File: src/rtl/muldiv_pkg.sv
// Shared definitions for the multiply/divide execution unit: unit select
// code, opcode values, FSM state encoding, iteration count and small helpers.
package muldiv_pkg;

  localparam int ITER  = 32;
  localparam int CNT_W = $clog2(ITER);

  localparam logic [1:0] FU_MULDIV = 2'b10;

  localparam logic [2:0] OP_MULT  = 3'b000;
  localparam logic [2:0] OP_MULTU = 3'b001;
  localparam logic [2:0] OP_DIV   = 3'b010;
  localparam logic [2:0] OP_DIVU  = 3'b011;

  typedef enum logic [1:0] {
    S_IDLE = 2'd0,
    S_RUN  = 2'd1,
    S_FIX  = 2'd2,
    S_DONE = 2'd3
  } state_e;

  // Even opcodes (mult, div) are the signed flavours.
  function automatic logic op_is_signed(input logic [2:0] op);
    return !op[0];
  endfunction

  function automatic logic op_is_div(input logic [2:0] op);
    return op[1];
  endfunction

  function automatic logic [31:0] abs32(input logic [31:0] v);
    return v[31] ? (32'd0 - v) : v;
  endfunction

endpackage

File: src/rtl/ex_muldiv_if.sv
// Issue and writeback signals between the pipeline and the multiply/divide
// unit. The pipeline side is the master, the unit is the slave.
interface ex_muldiv_if;

  logic [1:0]  is_ex_func_unit;
  logic [2:0]  is_ex_aluop;
  logic [31:0] is_ex_rega;
  logic [31:0] is_ex_regb;
  logic [4:0]  is_ex_regdest;
  logic        is_ex_writereg;
  logic        md_flush;
  logic        md_is_busy;
  logic        md_wb_valid;
  logic        md_wb_ready;
  logic [31:0] md_wb_hi;
  logic [31:0] md_wb_lo;
  logic [4:0]  md_wb_regdest;
  logic        md_wb_writereg;
  logic        md_wb_divzero;

  modport master (
    output is_ex_func_unit, is_ex_aluop, is_ex_rega, is_ex_regb,
           is_ex_regdest, is_ex_writereg, md_flush, md_wb_ready,
    input  md_is_busy, md_wb_valid, md_wb_hi, md_wb_lo,
           md_wb_regdest, md_wb_writereg, md_wb_divzero
  );

  modport slave (
    input  is_ex_func_unit, is_ex_aluop, is_ex_rega, is_ex_regb,
           is_ex_regdest, is_ex_writereg, md_flush, md_wb_ready,
    output md_is_busy, md_wb_valid, md_wb_hi, md_wb_lo,
           md_wb_regdest, md_wb_writereg, md_wb_divzero
  );

endinterface

File: src/rtl/muldiv_step.sv
// One iteration of the iterative multiply/divide datapath.
// Multiply: radix-2 shift-add; {hi,lo} shifts right, lo holds the multiplier.
// Divide (only when MULDIV_DIV_EN is defined): restoring shift-subtract;
// hi is the partial remainder, lo shifts the dividend out and the quotient in.
module muldiv_step (
`ifdef MULDIV_DIV_EN
  input  logic        is_div,
`endif
  input  logic [31:0] hi,
  input  logic [31:0] lo,
  input  logic [31:0] opnd,
  output logic [31:0] hi_next,
  output logic [31:0] lo_next
);

  logic [32:0] sum;
`ifdef MULDIV_DIV_EN
  logic [32:0] shifted;
  logic [32:0] diff;
`endif

  // Combinational step: add-and-shift, or trial-subtract-and-shift.
  always_comb begin
    sum     = {1'b0, hi} + (lo[0] ? {1'b0, opnd} : 33'd0);
    hi_next = sum[32:1];
    lo_next = {sum[0], lo[31:1]};
`ifdef MULDIV_DIV_EN
    shifted = {hi, lo[31]};
    diff    = shifted - {1'b0, opnd};
    if (is_div) begin
      // The partial remainder is always below the divisor, so a clear
      // borrow bit means the trial subtraction fits in 32 bits.
      if (!diff[32]) begin
        hi_next = diff[31:0];
        lo_next = {lo[30:0], 1'b1};
      end else begin
        hi_next = shifted[31:0];
        lo_next = {lo[30:0], 1'b0};
      end
    end
`endif
  end

endmodule

File: src/rtl/ex_muldiv.sv
// Iterative multiply/divide execution unit.
// IDLE -> RUN (32 iterations) -> FIX (sign correction) -> DONE (hold result
// until md_wb_ready). Signed operands are iterated as magnitudes and the
// result sign is applied in FIX. Divide by zero short-cuts straight to DONE.
// Build option: MULDIV_DIV_EN enables the divide datapath; without it the
// divide opcodes are still accepted and complete the next cycle with zeros.
module ex_muldiv
  import muldiv_pkg::*;
(
  input logic        clock,
  input logic        reset,
  ex_muldiv_if.slave bus
);

  state_e           state, state_next;
  logic [CNT_W-1:0] count;
  logic [31:0]      acc_hi, acc_lo, opnd_b;
  logic             neg_q;
`ifdef MULDIV_DIV_EN
  logic             op_div;
  logic             neg_r;
`endif
  logic [31:0]      step_hi, step_lo;
  logic [31:0]      fix_hi, fix_lo;
  logic [31:0]      wb_hi, wb_lo;
  logic [4:0]       wb_regdest;
  logic             wb_writereg, wb_divzero;
  logic             accept, acc_signed, acc_div, short_cut;

  // Flush wins over a same-cycle select.
  assign accept     = (state == S_IDLE) && (bus.is_ex_func_unit == FU_MULDIV)
                      && !bus.is_ex_aluop[2] && !bus.md_flush;
  assign acc_signed = op_is_signed(bus.is_ex_aluop);
  assign acc_div    = op_is_div(bus.is_ex_aluop);
`ifdef MULDIV_DIV_EN
  assign short_cut  = acc_div && (bus.is_ex_regb == 32'd0);
`else
  assign short_cut  = acc_div;
`endif

  // FSM state register.
  always_ff @(posedge clock or negedge reset) begin
    // NOTE: sequential state uses non-blocking assignments so every register
    // samples pre-edge values regardless of process evaluation order.
    if (!reset) state <= S_IDLE;
    else        state <= state_next;
  end

  // Next-state logic; flush overrides every other transition.
  always_comb begin
    // NOTE: default first so no path leaves state_next unassigned (no latch).
    state_next = state;
    unique case (state)
      S_IDLE: if (accept) state_next = short_cut ? S_DONE : S_RUN;
      S_RUN:  if (count == '0) state_next = S_FIX;
      S_FIX:  state_next = S_DONE;
      S_DONE: if (bus.md_wb_ready) state_next = S_IDLE;
      default: state_next = S_IDLE;
    endcase
    if (bus.md_flush) state_next = S_IDLE;
  end

  muldiv_step u_step (
`ifdef MULDIV_DIV_EN
    .is_div  (op_div),
`endif
    .hi      (acc_hi),
    .lo      (acc_lo),
    .opnd    (opnd_b),
    .hi_next (step_hi),
    .lo_next (step_lo)
  );

  // Sign correction: 64-bit negate for multiply; quotient and remainder
  // negated independently for divide (remainder follows the dividend).
  always_comb begin
    {fix_hi, fix_lo} = neg_q ? (64'd0 - {acc_hi, acc_lo}) : {acc_hi, acc_lo};
`ifdef MULDIV_DIV_EN
    if (op_div) begin
      fix_lo = neg_q ? (32'd0 - acc_lo) : acc_lo;
      fix_hi = neg_r ? (32'd0 - acc_hi) : acc_hi;
    end
`endif
  end

  // Operand latch at accept, iteration in RUN, result capture in FIX.
  always_ff @(posedge clock or negedge reset) begin
    if (!reset) begin
      count       <= '0;
      acc_hi      <= '0;
      acc_lo      <= '0;
      opnd_b      <= '0;
      neg_q       <= 1'b0;
`ifdef MULDIV_DIV_EN
      op_div      <= 1'b0;
      neg_r       <= 1'b0;
`endif
      wb_hi       <= '0;
      wb_lo       <= '0;
      wb_regdest  <= '0;
      wb_writereg <= 1'b0;
      wb_divzero  <= 1'b0;
    end else if (accept) begin
      count       <= CNT_W'(ITER - 1);
      acc_hi      <= '0;
      acc_lo      <= acc_signed ? abs32(bus.is_ex_rega) : bus.is_ex_rega;
      opnd_b      <= acc_signed ? abs32(bus.is_ex_regb) : bus.is_ex_regb;
      neg_q       <= acc_signed && (bus.is_ex_rega[31] ^ bus.is_ex_regb[31]);
`ifdef MULDIV_DIV_EN
      op_div      <= acc_div;
      neg_r       <= acc_signed && bus.is_ex_rega[31];
`endif
      wb_regdest  <= bus.is_ex_regdest;
      wb_writereg <= bus.is_ex_writereg;
      wb_divzero  <= 1'b0;
      if (short_cut) begin
`ifdef MULDIV_DIV_EN
        wb_hi      <= bus.is_ex_rega;
        wb_lo      <= '1;
        wb_divzero <= 1'b1;
`else
        wb_hi      <= '0;
        wb_lo      <= '0;
`endif
      end
    end else if (state == S_RUN) begin
      acc_hi <= step_hi;
      acc_lo <= step_lo;
      if (count != '0) count <= count - CNT_W'(1);
    end else if (state == S_FIX) begin
      wb_hi <= fix_hi;
      wb_lo <= fix_lo;
    end
  end

  assign bus.md_is_busy     = (state != S_IDLE);
  assign bus.md_wb_valid    = (state == S_DONE);
  assign bus.md_wb_hi       = wb_hi;
  assign bus.md_wb_lo       = wb_lo;
  assign bus.md_wb_regdest  = wb_regdest;
  assign bus.md_wb_writereg = wb_writereg;
  assign bus.md_wb_divzero  = wb_divzero;

endmodule

File: src/flat_wrapper.sv
// flat-port wrapper written by rule: the top's interface ports become plain ports
module ex_muldiv_flat import muldiv_pkg::*;
  (clock, reset, bus_is_ex_func_unit, bus_is_ex_aluop, bus_is_ex_rega, bus_is_ex_regb, bus_is_ex_regdest, bus_is_ex_writereg, bus_md_flush, bus_md_wb_ready, bus_md_is_busy, bus_md_wb_valid, bus_md_wb_hi, bus_md_wb_lo, bus_md_wb_regdest, bus_md_wb_writereg, bus_md_wb_divzero);
  ex_muldiv_if bus_i ();
  input logic clock;
  input logic reset;
  input wire logic [$bits(bus_i.is_ex_func_unit)-1:0] bus_is_ex_func_unit;
  input wire logic [$bits(bus_i.is_ex_aluop)-1:0] bus_is_ex_aluop;
  input wire logic [$bits(bus_i.is_ex_rega)-1:0] bus_is_ex_rega;
  input wire logic [$bits(bus_i.is_ex_regb)-1:0] bus_is_ex_regb;
  input wire logic [$bits(bus_i.is_ex_regdest)-1:0] bus_is_ex_regdest;
  input wire logic [$bits(bus_i.is_ex_writereg)-1:0] bus_is_ex_writereg;
  input wire logic [$bits(bus_i.md_flush)-1:0] bus_md_flush;
  input wire logic [$bits(bus_i.md_wb_ready)-1:0] bus_md_wb_ready;
  output wire logic [$bits(bus_i.md_is_busy)-1:0] bus_md_is_busy;
  output wire logic [$bits(bus_i.md_wb_valid)-1:0] bus_md_wb_valid;
  output wire logic [$bits(bus_i.md_wb_hi)-1:0] bus_md_wb_hi;
  output wire logic [$bits(bus_i.md_wb_lo)-1:0] bus_md_wb_lo;
  output wire logic [$bits(bus_i.md_wb_regdest)-1:0] bus_md_wb_regdest;
  output wire logic [$bits(bus_i.md_wb_writereg)-1:0] bus_md_wb_writereg;
  output wire logic [$bits(bus_i.md_wb_divzero)-1:0] bus_md_wb_divzero;
  assign bus_i.is_ex_func_unit = bus_is_ex_func_unit;
  assign bus_i.is_ex_aluop = bus_is_ex_aluop;
  assign bus_i.is_ex_rega = bus_is_ex_rega;
  assign bus_i.is_ex_regb = bus_is_ex_regb;
  assign bus_i.is_ex_regdest = bus_is_ex_regdest;
  assign bus_i.is_ex_writereg = bus_is_ex_writereg;
  assign bus_i.md_flush = bus_md_flush;
  assign bus_i.md_wb_ready = bus_md_wb_ready;
  assign bus_md_is_busy = bus_i.md_is_busy;
  assign bus_md_wb_valid = bus_i.md_wb_valid;
  assign bus_md_wb_hi = bus_i.md_wb_hi;
  assign bus_md_wb_lo = bus_i.md_wb_lo;
  assign bus_md_wb_regdest = bus_i.md_wb_regdest;
  assign bus_md_wb_writereg = bus_i.md_wb_writereg;
  assign bus_md_wb_divzero = bus_i.md_wb_divzero;
  ex_muldiv u_core (.clock(clock), .reset(reset), .bus(bus_i));
endmodule
File: config.mk
export PLATFORM = sky130hd
export DESIGN_NAME = ex_muldiv_flat
export DESIGN_NICKNAME = d
export VERILOG_FILES = /design/src/rtl/muldiv_pkg.sv /design/src/rtl/ex_muldiv_if.sv /design/src/rtl/muldiv_step.sv /design/src/rtl/ex_muldiv.sv /design/src/flat_wrapper.sv
export SDC_FILE = /design/constraint.sdc
export NUM_CORES = 1
export LEC_CHECK = 0
export BUFFER_PORTS_ARGS = -buffer_cell sky130_fd_sc_hd__buf_4
export CORE_MARGIN = 3
export CORE_UTILIZATION = 53
export CTS_CLUSTER_DIAMETER = 40
export CTS_CLUSTER_SIZE = 25
export DETAILED_ROUTE_END_ITERATION = 10
export GPL_ROUTABILITY_DRIVEN = 0
export GPL_TIMING_DRIVEN = 0
export PLACE_DENSITY = 0.89
export SYNTH_ARGS = -nofsm -noshare
export SYNTH_HDL_FRONTEND = slang
export SYNTH_SLANG_ARGS = --single-unit
File: constraint.sdc
create_clock -name clock -period 3 [get_ports clock]
set_input_delay 0.15 -clock clock [delete_from_list [all_inputs] [get_ports clock]]
set_output_delay 0.15 -clock clock [all_outputs]
set_load 0.02 [all_outputs]
### Word-level counts from Yosys, hierarchy flattened

Cells that the tools add are included.

| cells by class | value |
|---|---|
| add/sub/neg operators | 5 |
| multiply operators | 0 |
| divide/modulo/power cells | 0 |
| magnitude comparators | 0 |
| equal/unequal tests | 9 |
| shifts and indexed selects | 0 |
| mux-type cells | 26 |
| bitwise gates (word level) | 1 |
| reduce and logical (&&, ||, !) cells | 17 |

Operators by type and width:

| kind | count |
|---|---|
| $mux 32 | 16 |
| $mux 64 | 1 |
| $sub 1x32->32 const A | 2 |
| $sub 1x64->64 const A | 1 |
| $add 32x33->33 | 1 |
| $mux 5 | 3 |
| $mux 2 | 5 |
| $pmux 2 s4 | 1 |
| $reduce_bool 2->1 | 4 |
| $eq 2x2->1 const B | 3 |
| $ne 3x2->1 const B | 2 |
| $reduce_and 3->1 | 2 |
| $logic_not 5->1 | 1 |
| $reduce_bool 5->1 | 1 |
| $sub 5x1->5 const B | 1 |
| $logic_and 1x1->1 | 4 |
| $logic_not 1->1 | 3 |
| $ne 3x3->1 const B | 1 |
| $eq 2x1->1 const B | 1 |
| $logic_not 2->1 | 1 |
| $ne 2x1->1 const B | 1 |
| $ne 2x2->1 const B | 1 |
| $reduce_and 2->1 | 1 |
| $xor 1x1->1 | 1 |

| storage, ports and cells | value |
|---|---|
| bits in registers | 174 |
| latch bits | 0 |
| memory bits (writable) | 0 |
| ROM bits | 0 |
| bits of input ports | 79 |
| output and inout port bits | 73 |
| word-level logic and storage cells | 68 |
| memories kept | 0 |

### Longest topological paths before layout

| depth | value |
|---|---|
| depth in word-level cells | 7 |
| depth in mapped cells | 13 |
| mapped depth without buffers | 11 |

### Hierarchy

From an unflattened synthesis, not the netlist that was laid out.

| unflattened totals | value |
|---|---|
| cell total of the unflattened synthesis | 1354 |
| area, all modules | 11905.2 µm² |

Modules (own cells, without submodules):

| module | times used | cells an instance | area each (µm²) | sequential area each (µm²) |
|---|---|---|---|---|
| ex_muldiv | 1 | 1059 | 9718.1 | 4354.2 |
| muldiv_step | 1 | 295 | 2187.1 | 0.0 |

### Least setup slack after synthesis

No wires, ideal clock.

| timing path | value |
|---|---|
| kind | reg-to-reg |
| start | register u_core.acc_lo[13] |
| end | register u_core.wb_hi[26] (netlist: u_core.bus.md_wb_hi[26]) |
| setup time | 0.123 ns |
| data arrival time | 2.987 ns |
| setup slack | -0.110 ns |
| stages on the path, launching flop included | 10 |
| period minus slack after synthesis | 3.110 ns |
| cell sequence | dfrtp_1 -> or4_4 -> or4b_4 -> or3_1 -> buf_6 -> nand2b_4 -> or4b_4 -> o21ai_2 -> xor2_1 -> o21ai_1 |

| on the way | value |
|---|---|
| longest elaborated chain between the ends | 5 |

Ends and longest elaborated chain:

| element | RTL line | source |
|---|---|---|
| start, declared | ex_muldiv.sv:17 | `logic [31:0] acc_hi, acc_lo, opnd_b;` |
| start signal, assigned | ex_muldiv.sv:106 | `acc_lo <= acc_signed ? abs32(bus.is_ex_rega) : bus.is_ex_rega;` |
| start signal, assigned | ex_muldiv.sv:128 | `acc_lo <= step_lo;` |
| $sub 1x64->64 | ex_muldiv.sv:77 | `{fix_hi, fix_lo} = neg_q ? (64'd0 - {acc_hi, acc_lo}) : {acc_hi, acc_lo};` |
| $mux 64 | ex_muldiv.sv:77 |  |
| $mux 32 | ex_muldiv.sv:130 | `end else if (state == S_FIX) begin` |
| $mux 32 | ex_muldiv.sv:126 | `end else if (state == S_RUN) begin` |
| $mux 32 | ex_muldiv.sv:103 | `end else if (accept) begin` |
| end signal, assigned | ex_muldiv.sv:131 | `wb_hi <= fix_hi;` |
| end, declared | ex_muldiv.sv:25 | `logic [31:0] wb_hi, wb_lo;` |

No other way between the ends. The select of a mux whose other input is x is not followed.
A chain may end at the register's enable or synchronous reset.

### Final worst setup path

| timing path | value |
|---|---|
| start | register u_core.acc_lo[11] |
| end | register u_core.wb_hi[20] (netlist: u_core.bus.md_wb_hi[20]) |

The elaborated chain is that of the path after synthesis.

==> flow_summary.json <==
{
  "grt_pass1_wl_um": 54660,
  "vias": 11300,
  "cts_tree": "built",
  "dp_hpwl_um": 23670,
  "total_power_mw": 15.66,
  "yosys.area.top_type_share_pct": 38.56,
  "p_int_mw": 8.370,
  "antenna_found_initial": 0,
  "wl_um": 36980,
  "drt_iter0_drc": 1401,
  "placed_area_um2": 12790,
  "synthArstFlopShare_pct": 100.0,
  "synth.distinct_cells": 70,
  "p_leak_nw": 6.157,
  "n_fill_cell": 1414,
  "cts_max_level": 4,
  "max-vdd-ir-drop_mv": 0.5470,
  "post-route-period-util_pct": 106.0,
  "path_common_cell": "buf_6",
  "die_y_um": 152.0,
  "start_util_pct": 54.92,
  "numCtsBuffers": 17,
  "min_path_type": "in -> reg",
  "pwr-share-clk_pct": 15.5,
  "cp_max_fo": 5,
  "cts_num_sinks": 174,
  "synth_edf_count": 0,
  "clock.fmax_mhz": 314.5,
  "timing.setup.critical_path_class": "reg -> reg",
  "synth_most_common_cell": "nand2_1",
  "drive_gt1_share_pct": 21.17,
  "cts_buffer_depth": 2,
  "rsz0062_at_grt": "true",
  "dp_slack_ns": -0.7293,
  "drc": 0,
  "overflow": 0,
  "tightestPinTransition_ns": 0.9574,
  "dr.pass1.iters": 7,
  "postLayoutCoreUtil_pct": 69.74,
  "grt_usage_pct": 28.57,
  "hold_viol": 0,
  "core_area_um2": 20560,
  "synth_top_cell_by_area": "dfrtp_1",
  "ant_nets": 0,
  "ys_seq_elements": 174,
  "final_area_um2": 14340,
  "cp_slowest_cell": "or4_4",
  "synthesis.area_um2": 11290,
  "port_buffers": 150,
  "syn_to_final_growth_pct": 26.97,
  "slowest_delay_ns": 0.54,
  "synth_flop_cell": "dfrtp_1",
  "p_seq_share_pct": 31.0,
  "dieWidth_um": 152.0,
  "num_antenna_cells": 0,
  "insertion_delay_ns": 0.44,
  "violations": "negative setup slack",
  "synth.cells.most_frequent": "nand2_1 (208), o21ai_0 (187), dfrtp_1 (174)",
  "slew_headroom_pct": 35.68,
  "ys_warn_count": 0,
  "syn_inst": 1302,
  "via_per_inst": 6.290,
  "rows": 52,
  "grt_pass1_vias": 10740,
  "slew_violations": 0,
  "yosysSeqAreaShare_pct": 38.56,
  "min_period_ns": 3.180,
  "cpLargestDelayFamily": "simple AND/OR/NAND/NOR gates",
  "critPathBufInv": 2,
  "swShare_pct": 46.54,
  "cp.arrival_ns": 3.50,
  "syn-num-nets": 1424,
  "skew_ns": 0.008965,
  "drv_cap": 0,
  "crit_path_start_kind": "flip-flop",
  "grt_max_degree": 132,
  "clk_pin_slew_ns": 0.07,
  "p_switching_mw": 7.288,
  "synth_area_leaders": "dfrtp_1 (39%), o21ai_0 (8.3%), nand2_1 (6.9%), xor2_1 (6.9%), xnor2_1 (4.8%)",
  "drt-wirelength-per-cell_um": 20.59,
  "syn_area_per_cell_um2": 8.673,
  "p_per_area_nw_per_um2": 1092,
  "outcome": "finished with violations",
  "cp_cell_sequence": "or4_4 > or4b_4 > or3_1 > buf_6 > buf_6 > nand4b_1 > o41ai_2 > xor2_1 > o21ai_1",
  "end_kind": "flip-flop",
  "cp_data_required_time_ns": 3.32,
  "cts_root_buf": "clkbuf_16",
  "fin_ws_ns": -0.1800,
  "fp.dieArea_um2": 23090,
  "setup_viol": 17,
  "layoutNonFillerInstCount": 1796,
  "dp.cells": 1723,
  "pin_count": 152,
  "comb_power_share_pct": 53.6,
  "layout.nets": 1635
}
[area by class of cell]
| cell class | instances | area (µm²) | share of cell area (%) |
|---|---|---|---|
| buffer | 62 | 289.0 | 2.016 |
| clock buffer | 17 | 425.4 | 2.967 |
| clock inverter | 15 | 207.7 | 1.449 |
| inverter | 26 | 97.59 | 0.6807 |
| multi-input combinational | 1036 | 7063 | 49.26 |
| sequential | 174 | 4364 | 30.44 |
| tap | 270 | 337.8 | 2.356 |
| timing repair buffer | 196 | 1553 | 10.83 |
[final timing paths]
check                      slack (ns)                     startpoint  depth (start not counted)                                 endpoint
max reg2reg                     -0.18  u_core.acc_lo[11]$_DFFE_PN0P_                          9      u_core.bus.md_wb_hi[20]$_DFFE_PN0P_
max in group asynchronous        1.85                          reset                          3             u_core.acc_hi[9]$_DFFE_PN0P_
min reg2reg                      0.48   u_core.opnd_b[7]$_DFFE_PN0P_                          2             u_core.opnd_b[7]$_DFFE_PN0P_
min                             0.004              bus_is_ex_rega[1]                          3             u_core.acc_lo[1]$_DFFE_PN0P_
max                             -0.18  u_core.acc_lo[11]$_DFFE_PN0P_                          9      u_core.bus.md_wb_hi[20]$_DFFE_PN0P_
min in group asynchronous        0.17                          reset                          2  u_core.bus.md_wb_regdest[4]$_DFFE_PN0P_
[tightest hold or removal path, cell delays in order]
cell,delay (ns)
buf_4,0.13
nand2_1,0.06
a31oi_1,0.07
[state kept, by name (all words and copies together) (netlist names)]
| signal | flops |
|---|---|
| u_core.acc_hi | 32 |
| u_core.acc_lo | 32 |
| u_core.bus.md_wb_hi | 32 |
| u_core.bus.md_wb_lo | 32 |
| u_core.bus.md_wb_regdest | 5 |
| u_core.bus.md_wb_writereg | 1 |
| u_core.count | 5 |
| u_core.neg_q | 1 |
| u_core.opnd_b | 32 |
| u_core.state | 2 |
[layer usage]
metal  part of all wire (%)  global-route usage [%]  up-vias
met5                      0                       0        -
met4                    4.8                   11.77        0
met3                     11                   6.342      215
met2                     47                   47.16      830
met1                     37                   36.57     5273
li1                       -                       -     4978
[stage by stage]
stage          hold WS, ns  setup TNS (ns)
2_1_floorplan      -0.1456         -0.1067
3_3_place_gp        0.3342          -19.40
3_5_place_dp       0.05430          -26.74
4_1_cts           0.005029         -0.6040
5_1_grt            0.01714          -7.669
6_report          0.004434          -1.245
[cell usage in the layout (no fill, tap or decap), types with 9 or more instances in the layout]
master / netlist / final
a211oi_1: 10 / 9
a21o_1: 10 / 10
a21oi_1: 59 / 55
and2_1: 33 / 27
buf_4: 1 / 184
clkbuf_1: 56 / 48
clkbuf_16: 0 / 17
dfrtp_1: 174 / 166
dlygate4sd3_1: 0 / 10
ha_1: 42 / 25
ha_4: 0 / 15
inv_1: 26 / 26
mux2i_1: 46 / 46
nand2_1: 208 / 205
nand2b_1: 12 / 12
nor2_1: 68 / 67
nor2b_1: 12 / 12
nor3_1: 20 / 18
o21ai_0: 187 / 168
o21ai_1: 3 / 14
o21ai_2: 1 / 9
o31ai_1: 29 / 28
o41ai_1: 11 / 9
or3_1: 22 / 19
xnor2_1: 62 / 62
xor2_1: 89 / 87
[timing repair]
| action | in CTS | in global routing |
|---|---|---|
| setup buffers | 21 | 14 |
| resized for setup | 69 | 60 |
| pin swaps | 21 | 25 |
| endpoints found under the hold margin | 53 | 0 |
| hold buffers | 10 | 0 |
| setup endpoints to repair | 84 | 76 |
[power by group through the flow]
stage	logic, mW	registers, mW	clock network, mW
floorplan	4.29	4.82	0
global placement	6.59	4.61	0
detailed placement	6.86	4.68	0
CTS	7.48	4.67	2.40
global route	9.01	4.92	2.51
finish	8.39	4.85	2.42
[kinds of logic after synthesis]
family          Yosys count  synth area share, %
other cells               1              0.03321
xor+xnor                151                11.71
buf+inv                  92                3.402
simple gates            436                18.59
flops                   174                38.56
mux                      47                4.177
compound gates          358                18.69
fa+ha+maj                43                4.831
Note: power is estimated with default switching activity, not from simulation.
